`config.mk`:
```
export PLATFORM = sky130hd
export DESIGN_NAME = hilo_multdiv_flat
export DESIGN_NICKNAME = d
export VERILOG_FILES = /design/src/rtl/hilo_multdiv_pkg.sv /design/src/rtl/hilo_multdiv_if.sv /design/src/rtl/hilo_multdiv_booth_step.sv /design/src/rtl/hilo_multdiv.sv /design/src/flat_wrapper.sv
export SDC_FILE = /design/constraint.sdc
export NUM_CORES = 1
export LEC_CHECK = 0
export ABC_AREA = 1
export CAP_MARGIN = 20
export CELL_PAD_IN_SITES_DETAIL_PLACEMENT = 0
export CELL_PAD_IN_SITES_GLOBAL_PLACEMENT = 1
export CORE_UTILIZATION = 38
export CTS_CLUSTER_SIZE = 28
export DETAILED_ROUTE_END_ITERATION = 8
export PLACE_DENSITY = 0.87
export SETUP_SLACK_MARGIN = 0.3
export SYNTH_ARGS = -nofsm -noshare
export SYNTH_HDL_FRONTEND = slang
export SYNTH_SLANG_ARGS = --single-unit
```
`constraint.sdc`:
```
create_clock -name clk -period 6.1 [get_ports clk]
set_clock_uncertainty 0.15 [all_clocks]
set_input_delay 1.525 -clock clk [delete_from_list [all_inputs] [get_ports clk]]
set_output_delay 1.525 -clock clk [all_outputs]
set_load 0.05 [all_outputs]
```
`src/rtl/hilo_multdiv_pkg.sv`:
```
// Shared encodings for the Hi/Lo multiply/divide unit: FSM states and opcode values.
package hilo_multdiv_pkg;

  typedef enum logic [2:0] {
    ST_IDLE = 3'd0,
    ST_MUL  = 3'd1,
    ST_DIV  = 3'd2,
    ST_FIX  = 3'd3,
    ST_DONE = 3'd4
  } state_e;

  localparam logic OP_MULT = 1'b0;
  localparam logic OP_DIV  = 1'b1;

endpackage

```
`src/rtl/hilo_multdiv_if.sv`:
```
// Request/result bundle between the control FSM (master) and the Hi/Lo unit (slave).
interface hilo_multdiv_if #(
  parameter int WIDTH = 32
) ();

  logic             start;
  logic             op;
  logic [WIDTH-1:0] a;
  logic [WIDTH-1:0] b;
  logic             busy;
  logic             done;
  logic             div_zero;
  logic [WIDTH-1:0] hi;
  logic [WIDTH-1:0] lo;

  modport master (
    output start, op, a, b,
    input  busy, done, div_zero, hi, lo
  );

  modport slave (
    input  start, op, a, b,
    output busy, done, div_zero, hi, lo
  );

endinterface

```
`src/rtl/hilo_multdiv_booth_step.sv`:
```
// One radix-2 Booth iteration: conditional add/subtract of the multiplicand into the
// upper half, then arithmetic shift right of {p_hi, p_lo, q_-1}.
module hilo_multdiv_booth_step #(
  parameter int WIDTH = 32
) (
  input  logic [WIDTH-1:0] mcand_i,
  input  logic [WIDTH-1:0] p_hi_i,
  input  logic [WIDTH-1:0] p_lo_i,
  input  logic             q_m1_i,
  output logic [WIDTH-1:0] p_hi_o,
  output logic [WIDTH-1:0] p_lo_o,
  output logic             q_m1_o
);

  logic [WIDTH:0] ext_hi_s;
  logic [WIDTH:0] ext_mc_s;
  logic [WIDTH:0] sum_s;

  // Sum is one bit wider so the sign survives an overflowing add/sub before the shift.
  always_comb begin
    ext_hi_s = {p_hi_i[WIDTH-1], p_hi_i};
    ext_mc_s = {mcand_i[WIDTH-1], mcand_i};
    case ({p_lo_i[0], q_m1_i})
      2'b01:   sum_s = ext_hi_s + ext_mc_s;
      2'b10:   sum_s = ext_hi_s - ext_mc_s;
      default: sum_s = ext_hi_s;
    endcase
    p_hi_o = sum_s[WIDTH:1];
    p_lo_o = {sum_s[0], p_lo_i[WIDTH-1:1]};
    q_m1_o = p_lo_i[0];
  end

endmodule

```
`src/rtl/hilo_multdiv.sv`:
```
// Iterative signed MULT/DIV unit holding the architectural Hi/Lo registers.
// One bit per cycle; Hi/Lo are written only in the FIX state.
module hilo_multdiv
  import hilo_multdiv_pkg::*;
#(
  parameter int WIDTH = 32,
  parameter int CNT_W = 6
) (
  input  logic          clk,
  input  logic          reset,
  hilo_multdiv_if.slave bus
);

  state_e             state_q, state_d;
  logic [CNT_W-1:0]   cnt_q, cnt_d;
  logic               op_q, op_d;
  logic [WIDTH-1:0]   mcand_q, mcand_d;
  logic [WIDTH-1:0]   acc_q, acc_d;
  logic [WIDTH-1:0]   low_q, low_d;
  logic               qm1_q, qm1_d;
  logic               neg_quo_q, neg_quo_d;
  logic               neg_rem_q, neg_rem_d;
  logic [WIDTH-1:0]   hi_q, hi_d;
  logic [WIDTH-1:0]   lo_q, lo_d;
  logic               div_zero_q, div_zero_d;

  logic [WIDTH-1:0]   booth_hi_s;
  logic [WIDTH-1:0]   booth_lo_s;
  logic               booth_qm1_s;
  logic [WIDTH:0]     div_shift_s;
  logic [WIDTH:0]     div_diff_s;
  logic [WIDTH-1:0]   div_rem_s;
  logic [WIDTH-1:0]   div_quo_s;

  // The most negative value maps to itself, which reads correctly as unsigned 2^(WIDTH-1).
  function automatic logic [WIDTH-1:0] magnitude(input logic [WIDTH-1:0] x);
    return x[WIDTH-1] ? -x : x;
  endfunction

  hilo_multdiv_booth_step #(.WIDTH(WIDTH)) u_booth (
    .mcand_i (mcand_q),
    .p_hi_i  (acc_q),
    .p_lo_i  (low_q),
    .q_m1_i  (qm1_q),
    .p_hi_o  (booth_hi_s),
    .p_lo_o  (booth_lo_s),
    .q_m1_o  (booth_qm1_s)
  );

  // Restoring-division step: acc holds the partial remainder, low shifts dividend out and quotient in.
  always_comb begin
    div_shift_s = {acc_q, low_q[WIDTH-1]};
    div_diff_s  = div_shift_s - {1'b0, mcand_q};
    if (!div_diff_s[WIDTH]) begin
      div_rem_s = div_diff_s[WIDTH-1:0];
      div_quo_s = {low_q[WIDTH-2:0], 1'b1};
    end else begin
      div_rem_s = div_shift_s[WIDTH-1:0];
      div_quo_s = {low_q[WIDTH-2:0], 1'b0};
    end
  end

  // Next-state and datapath update for the control FSM.
  always_comb begin
    state_d    = state_q;
    cnt_d      = cnt_q;
    op_d       = op_q;
    mcand_d    = mcand_q;
    acc_d      = acc_q;
    low_d      = low_q;
    qm1_d      = qm1_q;
    neg_quo_d  = neg_quo_q;
    neg_rem_d  = neg_rem_q;
    hi_d       = hi_q;
    lo_d       = lo_q;
    div_zero_d = 1'b0;
    case (state_q)
      ST_IDLE: begin
        if (bus.start) begin
          op_d  = bus.op;
          cnt_d = CNT_W'(WIDTH);
          acc_d = '0;
          qm1_d = 1'b0;
          if (bus.op == OP_MULT) begin
            mcand_d   = bus.a;
            low_d     = bus.b;
            neg_quo_d = 1'b0;
            neg_rem_d = 1'b0;
            state_d   = ST_MUL;
          end else if (bus.b == '0) begin
            div_zero_d = 1'b1;
            state_d    = ST_DONE;
          end else begin
            mcand_d   = magnitude(bus.b);
            low_d     = magnitude(bus.a);
            neg_quo_d = bus.a[WIDTH-1] ^ bus.b[WIDTH-1];
            neg_rem_d = bus.a[WIDTH-1];
            state_d   = ST_DIV;
          end
        end else begin
          state_d = ST_IDLE;
        end
      end
      ST_MUL: begin
        acc_d = booth_hi_s;
        low_d = booth_lo_s;
        qm1_d = booth_qm1_s;
        cnt_d = cnt_q - CNT_W'(1);
        if (cnt_q == CNT_W'(1)) begin
          state_d = ST_FIX;
        end else begin
          state_d = ST_MUL;
        end
      end
      ST_DIV: begin
        acc_d = div_rem_s;
        low_d = div_quo_s;
        cnt_d = cnt_q - CNT_W'(1);
        if (cnt_q == CNT_W'(1)) begin
          state_d = ST_FIX;
        end else begin
          state_d = ST_DIV;
        end
      end
      ST_FIX: begin
        if (op_q == OP_MULT) begin
          hi_d = acc_q;
          lo_d = low_q;
        end else begin
          lo_d = neg_quo_q ? -low_q : low_q;
          hi_d = neg_rem_q ? -acc_q : acc_q;
        end
        state_d = ST_DONE;
      end
      ST_DONE: begin
        state_d = ST_IDLE;
      end
      default: begin
        state_d = ST_IDLE;
      end
    endcase
  end

  // State, counter, datapath and Hi/Lo registers.
  always_ff @(posedge clk or posedge reset) begin
    if (reset) begin
      state_q    <= ST_IDLE;
      cnt_q      <= '0;
      op_q       <= 1'b0;
      mcand_q    <= '0;
      acc_q      <= '0;
      low_q      <= '0;
      qm1_q      <= 1'b0;
      neg_quo_q  <= 1'b0;
      neg_rem_q  <= 1'b0;
      hi_q       <= '0;
      lo_q       <= '0;
      div_zero_q <= 1'b0;
    end else begin
      state_q    <= state_d;
      cnt_q      <= cnt_d;
      op_q       <= op_d;
      mcand_q    <= mcand_d;
      acc_q      <= acc_d;
      low_q      <= low_d;
      qm1_q      <= qm1_d;
      neg_quo_q  <= neg_quo_d;
      neg_rem_q  <= neg_rem_d;
      hi_q       <= hi_d;
      lo_q       <= lo_d;
      div_zero_q <= div_zero_d;
    end
  end

  assign bus.busy     = (state_q != ST_IDLE);
  assign bus.done     = (state_q == ST_DONE);
  assign bus.div_zero = div_zero_q;
  assign bus.hi       = hi_q;
  assign bus.lo       = lo_q;

endmodule

```
`src/flat_wrapper.sv`:
```
// flat-port wrapper written by rule: the top's interface ports become plain ports
module hilo_multdiv_flat import hilo_multdiv_pkg::*;
#(
  parameter int WIDTH = 32,
  parameter int CNT_W = 6
)
  (clk, reset, bus_start, bus_op, bus_a, bus_b, bus_busy, bus_done, bus_div_zero, bus_hi, bus_lo);
  hilo_multdiv_if #(.WIDTH(WIDTH)) bus_i ();
  input  logic clk;
  input  logic reset;
  input wire logic [$bits(bus_i.start)-1:0] bus_start;
  input wire logic [$bits(bus_i.op)-1:0] bus_op;
  input wire logic [$bits(bus_i.a)-1:0] bus_a;
  input wire logic [$bits(bus_i.b)-1:0] bus_b;
  output wire logic [$bits(bus_i.busy)-1:0] bus_busy;
  output wire logic [$bits(bus_i.done)-1:0] bus_done;
  output wire logic [$bits(bus_i.div_zero)-1:0] bus_div_zero;
  output wire logic [$bits(bus_i.hi)-1:0] bus_hi;
  output wire logic [$bits(bus_i.lo)-1:0] bus_lo;
  assign bus_i.start = bus_start;
  assign bus_i.op = bus_op;
  assign bus_i.a = bus_a;
  assign bus_i.b = bus_b;
  assign bus_busy = bus_i.busy;
  assign bus_done = bus_i.done;
  assign bus_div_zero = bus_i.div_zero;
  assign bus_hi = bus_i.hi;
  assign bus_lo = bus_i.lo;
  hilo_multdiv #(.WIDTH(WIDTH), .CNT_W(CNT_W)) u_core (.clk(clk), .reset(reset), .bus(bus_i));
endmodule
```
==> Flow_metrics.wiki, run 1 <==
{| class="wikitable"
! Metric !! Value
|-
| Status || finished clean
|-
| Global-route wire length before repair || 113000 µm
|-
| # nets final || 3248
|-
| Routed via count divided by cell count || 5.38
|-
| Source-to-sink clock delay at the later pin of the worst-skew pair || 0.48 ns
|-
| Total setup violations reported at the end of the flow || 0
|-
| Syn. warnings || 0
|-
| Resized Gates After CTS || 0
|-
| Global placement routability congestion || 0.992
|-
| Number of instances in the synthesized netlist || 3028
|-
| Hold WS || 0.332 ns
|-
| RSZ-0062 raised after global routing || no
|-
| Global router's overall resource usage || 0.312
|-
| Achievable Freq || 237 MHz
|-
| Worst endpoint required time || 6.33 ns
|-
| Post-CTS Hold Buffers || 0
|-
| Transition time of the tightest slew-check pin || 1.05 ns
|-
| Final worst path period need || 4.21 ns
|-
| EDFF count, synth || 0
|-
| Congestion Overflow GR || 0
|-
| Fin area || 20300 µm²
|-
| Number of buffers inserted to repair setup after CTS || 0
|-
| Distinct cell type count after synthesis || 56
|-
| Drt first-iter violations || 1842
|-
| Library cell with the highest instance count after synthesis || nand2_1
|-
| Top-level I/O count || 135
|-
| Setup TNS Final || 0 ns
|-
| Final routed DRC violation total || 0
|-
| Most used routing layer in global routing || met2
|-
| Number of nets in the synthesized netlist || 3170
|-
| Clock transition at the register clock pins on the worst setup and hold paths after CTS || 0.08 ns
|-
| Ratio of cells with drive above 1 in the final layout || 0.0378
|-
| Max Cap Viol || 0
|-
| Stage delay of the slowest cell on the critical path || 0.60 ns
|-
| Sequential share of the synthesized area || 0.244
|-
| Critical-path maximum fanout || 41
|-
| Placed wire-length estimate after detailed placement || 60300 µm
|-
| Via count || 20000
|-
| Kind of cell adding the most delay to the critical path || buffers and inverters
|-
| Leading cell types by total area after synthesis || dfrtp_1 (24%), nand2_1 (21%), inv_1 (9.2%), nand3_1 (8.3%), nor2_1 (5.6%)
|-
| Async set or reset register ratio after synthesis || 1.00
|-
| Cell type with the largest total area after synthesis || dfrtp_1
|-
| Total detailed-routing wirelength || 74300 µm
|-
| Filler-free cell count of the finished design || 3726
|-
| Antenna Nets Post-Route || 0
|-
| Area share of the largest cell type after synthesis || 0.244
|-
| Number of antenna violations at the first check in global routing || 1
|-
| Num rows || 79
|-
| IO buf count || 134
|-
| Core box area || 46500 µm²
|-
| Most common library cells after synthesis || nand2_1 (997), inv_1 (439), nand3_1 (295), nor2_1 (265), dfrtp_1 (174)
|-
| Final number of max-transition violations || 0
|-
| Series of cell instances along the critical path || clkdlybuf4s50_1 > inv_1 > ha_1 > nand3_1 > nor2_2 > nand2_1 > nor2_2 > nand2_1 > nand3_2 > inv_2 > o21ai_0 > o22ai_1
|-
| Worst max-slew margin expressed relative to the limit || 0.300
|-
| Width of the chip || 219 µm
|-
| Most used DFF post-synth || dfrtp_1
|-
| Final number of hold-violating endpoints || 0
|-
| Antenna Cells || 0
|-
| Number of iterations in the first detailed-routing pass || 5
|-
| Setup crit start kind || primary input
|-
| Number of buffers between clock root and the deepest sink || 2
|-
| Post-synthesis cell area || 17900 µm²
|-
| Met1 routing resource usage after global routing || 0.385
|-
| FF+latch count, synth || 174
|-
| Buf+Inv Stages, Crit Path || 3
|-
| Register area || 4350 µm²
|-
| Layout Area Growth over Synthesis || 13.6%
|-
| Maximum level of the CTS H-tree || 4
|-
| GRT met3 Usage || 0.0353
|-
| Starting density of the core || 0.385
|-
| Detailed-route wire length per cell || 19.9 µm
|-
| Floorplan die area || 47900 µm²
|-
| Cell with the largest stage delay on the worst path || inv_2
|-
| Largest net degree at the start of global routing || 175
|-
| Arrival time at the worst endpoint || 4.44 ns
|-
| Number of fill cells || 5097
|-
| Cell area after placement || 19700 µm²
|-
| Multi-input gate area in the final layout || 11400 µm²
|-
| Period utilisation layout || 0.691
|-
| CP Class || in2reg
|-
| CTS tree || built
|-
| Root buffer selected by CTS || clkbuf_16
|-
| Number of clock sinks || 174
|-
| Met2 global-route usage || 0.540
|-
| Worst hold-check path type || reg2reg
|-
| Inserted Clock Buffers || 17
|-
| Worst Setup End Kind || flop
|-
| Height of the chip || 219 µm
|-
| Placed Cells || 3694
|-
| Vias in the first global route || 18800
|-
| Post-Syn Area per Cell || 5.90 µm²
|}
[path summary, 6_finish.rpt]
| path | slack, ns | from | depth (start not counted) | to |
|---|---|---|---|---|
| worst max register to register | 2.04 | u_core.mcand_q[1]$_DFFE_PP0P_ | 20 | u_core.acc_q[28]$_DFFE_PP0P_ |
| max in group asynchronous | 3.45 | reset | 3 | u_core.mcand_q[6]$_DFFE_PP0P_ |
| worst min-delay path | 0.33 | u_core.bus.lo[19]$_DFFE_PP0P_ | 2 | u_core.bus.lo[19]$_DFFE_PP0P_ |
| worst min register to register | 0.33 | u_core.bus.lo[19]$_DFFE_PP0P_ | 2 | u_core.bus.lo[19]$_DFFE_PP0P_ |
| min in group asynchronous | 1.51 | reset | 3 | u_core.bus.hi[1]$_DFFE_PP0P_ |
| worst max-delay path | 1.89 | bus_b[0] | 12 | u_core.mcand_q[22]$_DFFE_PP0P_ |
[tightest hold or removal path, delay by kind of cell, from the launching register on]
| kind | cells | cell delay [ns] |
|---|---|---|
| DFF | 1 | 0.35 |
| and+or+nand+nor | 2 | 0.10 |
[sequential cells by signal, indices dropped and copies added (netlist names)]
register / flops
u_core.state_q: 3
u_core.bus.hi: 32
u_core.low_q: 32
u_core.op_q: 1
u_core.mcand_q: 32
u_core.bus.div_zero: 1
u_core.neg_rem_q: 1
u_core.qm1_q: 1
u_core.acc_q: 32
u_core.bus.lo: 32
u_core.neg_quo_q: 1
u_core.cnt_q: 6
[final cells by class]
cell class / instances / share of cell area
clock buffers: 18 / 0.0211
clock inverters: 14 / 0.00789
inverters: 458 / 0.0848
multi-input cells: 2306 / 0.562
flip-flops and latches: 174 / 0.214
well taps: 607 / 0.0374
repair buffers: 149 / 0.0720
[kinds of logic (layout without fill, tap and decap cells)]
kind of cell / Yosys count / in the layout / share of synthesized area
AND/OR/NAND/NOR: 1717 / 1717 / 0.409
buffers and inverters: 548 / 639 / 0.118
AO/OA/AOI/OAI: 421 / 421 / 0.130
flip-flops: 174 / 174 / 0.244
XOR/XNOR: 94 / 94 / 0.0461
adder cells (fa/ha/maj): 74 / 74 / 0.0526
[layout by cell type, fill, tap and decap left out, types with 4 or more instances in the layout]
cell type        count
nand3b_1            15
o21ai_1             20
nor2_1             265
a21boi_0             6
o21ai_0            159
o22ai_1             36
dfrtp_1            174
clkdlybuf4s50_1    133
nand4_1             42
clkbuf_16           17
o211ai_1            10
a31oi_1             12
inv_1              438
nor2_2               7
nand2_2             13
ha_1                72
inv_8                6
o21bai_1             9
nor4_1               7
nand3_2              6
buf_4               14
o31ai_1              8
nor3_1              36
a21oi_1            142
xnor2_1             18
inv_2               16
or2_2                5
o221ai_1             8
and2_1               5
nand3_1            294
inv_6                4
xor2_1              76
nand2_4              8
nor3_2               4
nand2_1            997
[per-stage QoR]
step,worst slack [ns],utilization
4_1_cts,1.91,0.437
3_5_place_dp,1.44,0.424
6_report,1.89,0.437
3_3_place_gp,1.58,0.424
2_1_floorplan,2.20,-
5_1_grt,1.53,0.437
[metal layers]
layer  part of all wire  wire [µm]
met3              0.052       3870
met4              0.048       3570
met5            0.00022         16
met1               0.42      31200
met2               0.48      35700
Power of run 1 is left out: the tool's default activity adds up to more than one toggle a clock period on the data nets, which glitch-free logic cannot reach.
==> inputs of run 2 (changes only) <==
CORE_UTILIZATION = 42   (was 38)
PLACE_DENSITY = 0.91   (was 0.87)
clock period = 4.3 ns   (was 6.1 ns; I/O delays follow)
==> Flow_metrics.wiki, run 2 (synthesized netlist as in run 1, its figures left out) <==
{| class="wikitable"
! Metric !! Value
|-
| RSZ-0062 raised after global routing || no
|-
| Status || finished clean
|-
| Period utilisation layout || 0.865
|-
| Global router's overall resource usage || 0.327 (+0.0156)
|-
| Critical-path maximum fanout || 5 (-88%)
|-
| Source-to-sink clock delay at the later pin of the worst-skew pair || 0.46 ns (-0.02 ns)
|-
| Clock transition at the register clock pins on the worst setup and hold paths after CTS || 0.08 ns (about the same)
|-
| IO buf count || 134 (unchanged)
|-
| Filler-free cell count of the finished design || 3671 (-1.5%)
|-
| Core box area || 41900 µm² (-9.7%)
|-
| Antenna Nets Post-Route || 0 (unchanged)
|-
| Origin of the worst min-delay path || u_core.bus.hi[7]$_DFFE_PP0P_
|-
| Fin area || 20400 µm² (+0.29%)
|-
| Antenna Cells || 0 (unchanged)
|-
| Total detailed-routing wirelength || 70500 µm (-5.1%)
|-
| Commonest cells after routing, fill and taps aside || nand2_1 (997), inv_1 (437), nand3_1 (294)
|-
| Top-level I/O count || 135 (unchanged)
|-
| Global-route wire length before repair || 109000 µm (-3.5%)
|-
| Final number of hold-violating endpoints || 0 (unchanged)
|-
| Max Cap Viol || 0 (unchanged)
|-
| Detailed-route wire length per cell || 19.2 µm (-3.6%)
|-
| Maximum level of the CTS H-tree || 4 (unchanged)
|-
| Starting density of the core || 0.426 (+0.0414)
|-
| Reg2Reg Launch Point || u_core.mcand_q[1]$_DFFE_PP0P_
|-
| Final worst path period need || 3.72 ns
|-
| Setup TNS Final || 0 ns (unchanged)
|-
| Worst max-slew margin expressed relative to the limit || 0.380 (+0.0794)
|-
| Transition time of the tightest slew-check pin || 0.930 ns (-0.120 ns)
|-
| Launch point of the worst path || u_core.mcand_q[1]$_DFFE_PP0P_
|-
| Final routed DRC violation total || 0 (unchanged)
|-
| CTS tree || built
|-
| Floorplan die area || 43400 µm² (-9.4%)
|-
| Achievable Freq || 269 MHz
|-
| Root buffer selected by CTS || clkbuf_16
|-
| Congestion Overflow GR || 0 (unchanged)
|-
| Vias in the first global route || 19300 (+2.9%)
|-
| Worst hold-check path type || reg2reg
|-
| CP Class || reg2reg
|-
| Inserted Clock Buffers || 17 (unchanged)
|-
| Cell area after placement || 19800 µm² (+0.23%)
|-
| Final number of max-transition violations || 0 (unchanged)
|-
| Total setup violations reported at the end of the flow || 0 (unchanged)
|-
| Placed Cells || 3639 (-1.5%)
|-
| Routed via count divided by cell count || 5.53 (+2.7%)
|-
| Placed wire-length estimate after detailed placement || 57600 µm (-4.5%)
|-
| Number of buffers between clock root and the deepest sink || 2 (unchanged)
|-
| Number of antenna violations at the first check in global routing || 0 (-1)
|-
| Number of iterations in the first detailed-routing pass || 8 (+3)
|-
| Global placement routability congestion || 1.03 (+3.3%)
|-
| Worst Setup End Kind || flop
|-
| Via count || 20300 (+1.2%)
|-
| Hold WS || 0.335 ns (+0.00296 ns)
|-
| Num rows || 75 (-5.1%)
|-
| # nets final || 3262 (+0.43%)
|-
| Height of the chip || 208 µm (-4.8%)
|-
| Drt first-iter violations || 1806 (-2.0%)
|-
| Largest net degree at the start of global routing || 92 (-47%)
|-
| Width of the chip || 208 µm (-4.8%)
|-
| Arrival time at the worst endpoint || 3.92 ns (-0.52 ns)
|-
| Worst endpoint required time || 4.50 ns (-1.83 ns)
|-
| Setup crit start kind || flop
|-
| Number of clock sinks || 174 (unchanged)
|-
| Ratio of cells with drive above 1 in the final layout || 0.0437 (+0.00591)
|-
| Layout Area Growth over Synthesis || 14.0%
|-
| Most common library cell in the layout ignoring fill and taps || nand2_1
|-
| Post-CTS Hold Buffers || 0 (unchanged)
|}
## run 2: changes by cell type in the layout (fill, tap and decap cells not counted), moves of 2 or more
| cell | before | now |
|---|---|---|
| buf_12 | 1 | 5 |
| buf_4 | 14 | 24 |
| clkinv_8 | 3 | 1 |
| nor2_1 | 265 | 262 |
| nor2_2 | 7 | 10 |
## run 2: routing by layer
layer  vias up  wire length, µm  track usage
met2       759            33200        0.547
met3       192             3790       0.0352
met1      9469            28500        0.398
li1       9876                -            -
met4         0             5020        0.220
met5         -                0            0
## run 2: final timing paths
path,slack (ns),endpoint,depth (start not counted)
worst min-delay path,0.33,u_core.bus.hi[7]$_DFFE_PP0P_,2
worst max-delay path,0.58,u_core.acc_q[27]$_DFFE_PP0P_,19
worst min register to register,0.33,u_core.bus.hi[7]$_DFFE_PP0P_,2
max in group asynchronous,2.55,u_core.acc_q[23]$_DFFE_PP0P_,3
worst max register to register,0.58,u_core.acc_q[27]$_DFFE_PP0P_,19
min in group asynchronous,0.84,u_core.bus.lo[4]$_DFFE_PP0P_,2
## run 2: layout make-up
| class | instances | area, µm² |
|---|---|---|
| multi-input combinational | 2306 | 11400 |
| clock inverter | 14 | 141 |
| clock buffer | 17 | 425 |
| tap | 539 | 674 |
| inverter | 458 | 1720 |
| sequential | 174 | 4350 |
| fill | 4502 | 21600 |
| timing repair buffer | 163 | 1620 |
## run 2: through the flow
stage	utilization	setup slack, ns
floorplan	-	0.850
global placement	0.471	0.488
detailed placement	0.471	0.403
CTS	0.485	0.474
global route	0.486	0.308
finish	0.486	0.581
## run 2: worst max-delay path, cell delays in order, from the launching register on
cell      delay [ns]
dfrtp_1         0.41
inv_2           0.11
ha_1            0.19
nand3_2         0.14
nor2_4          0.16
nand3_1         0.12
or2_1           0.28
o21ai_1         0.20
o21ai_1         0.16
xor2_1          0.30
ha_1            0.35
nand2_1         0.16
o21ai_0         0.14
o21bai_1        0.21
nor2_1          0.15
nand2_1         0.07
nand2_1         0.05
nand3_1         0.08
nand2_1         0.11
nand3_1         0.07
## run 2: repair_timing
item / 4_1_cts / 5_1_grt
buffers inserted: 0 / 0
gates resized for setup: 0 / 7
endpoints found under the hold margin: 0 / 0
endpoints found under the setup margin: 0 / 8
Power of run 2 is left out for the same reason.
==> inputs of run 3 (changes only) <==
CTS_CLUSTER_DIAMETER = 150   (was default)
SKIP_CTS_REPAIR_TIMING = 1   (was default)
==> results of run 3 <==
The final DEF is identical to that of run 2; final timing and power are the same.
Power of run 3 is left out for the same reason.
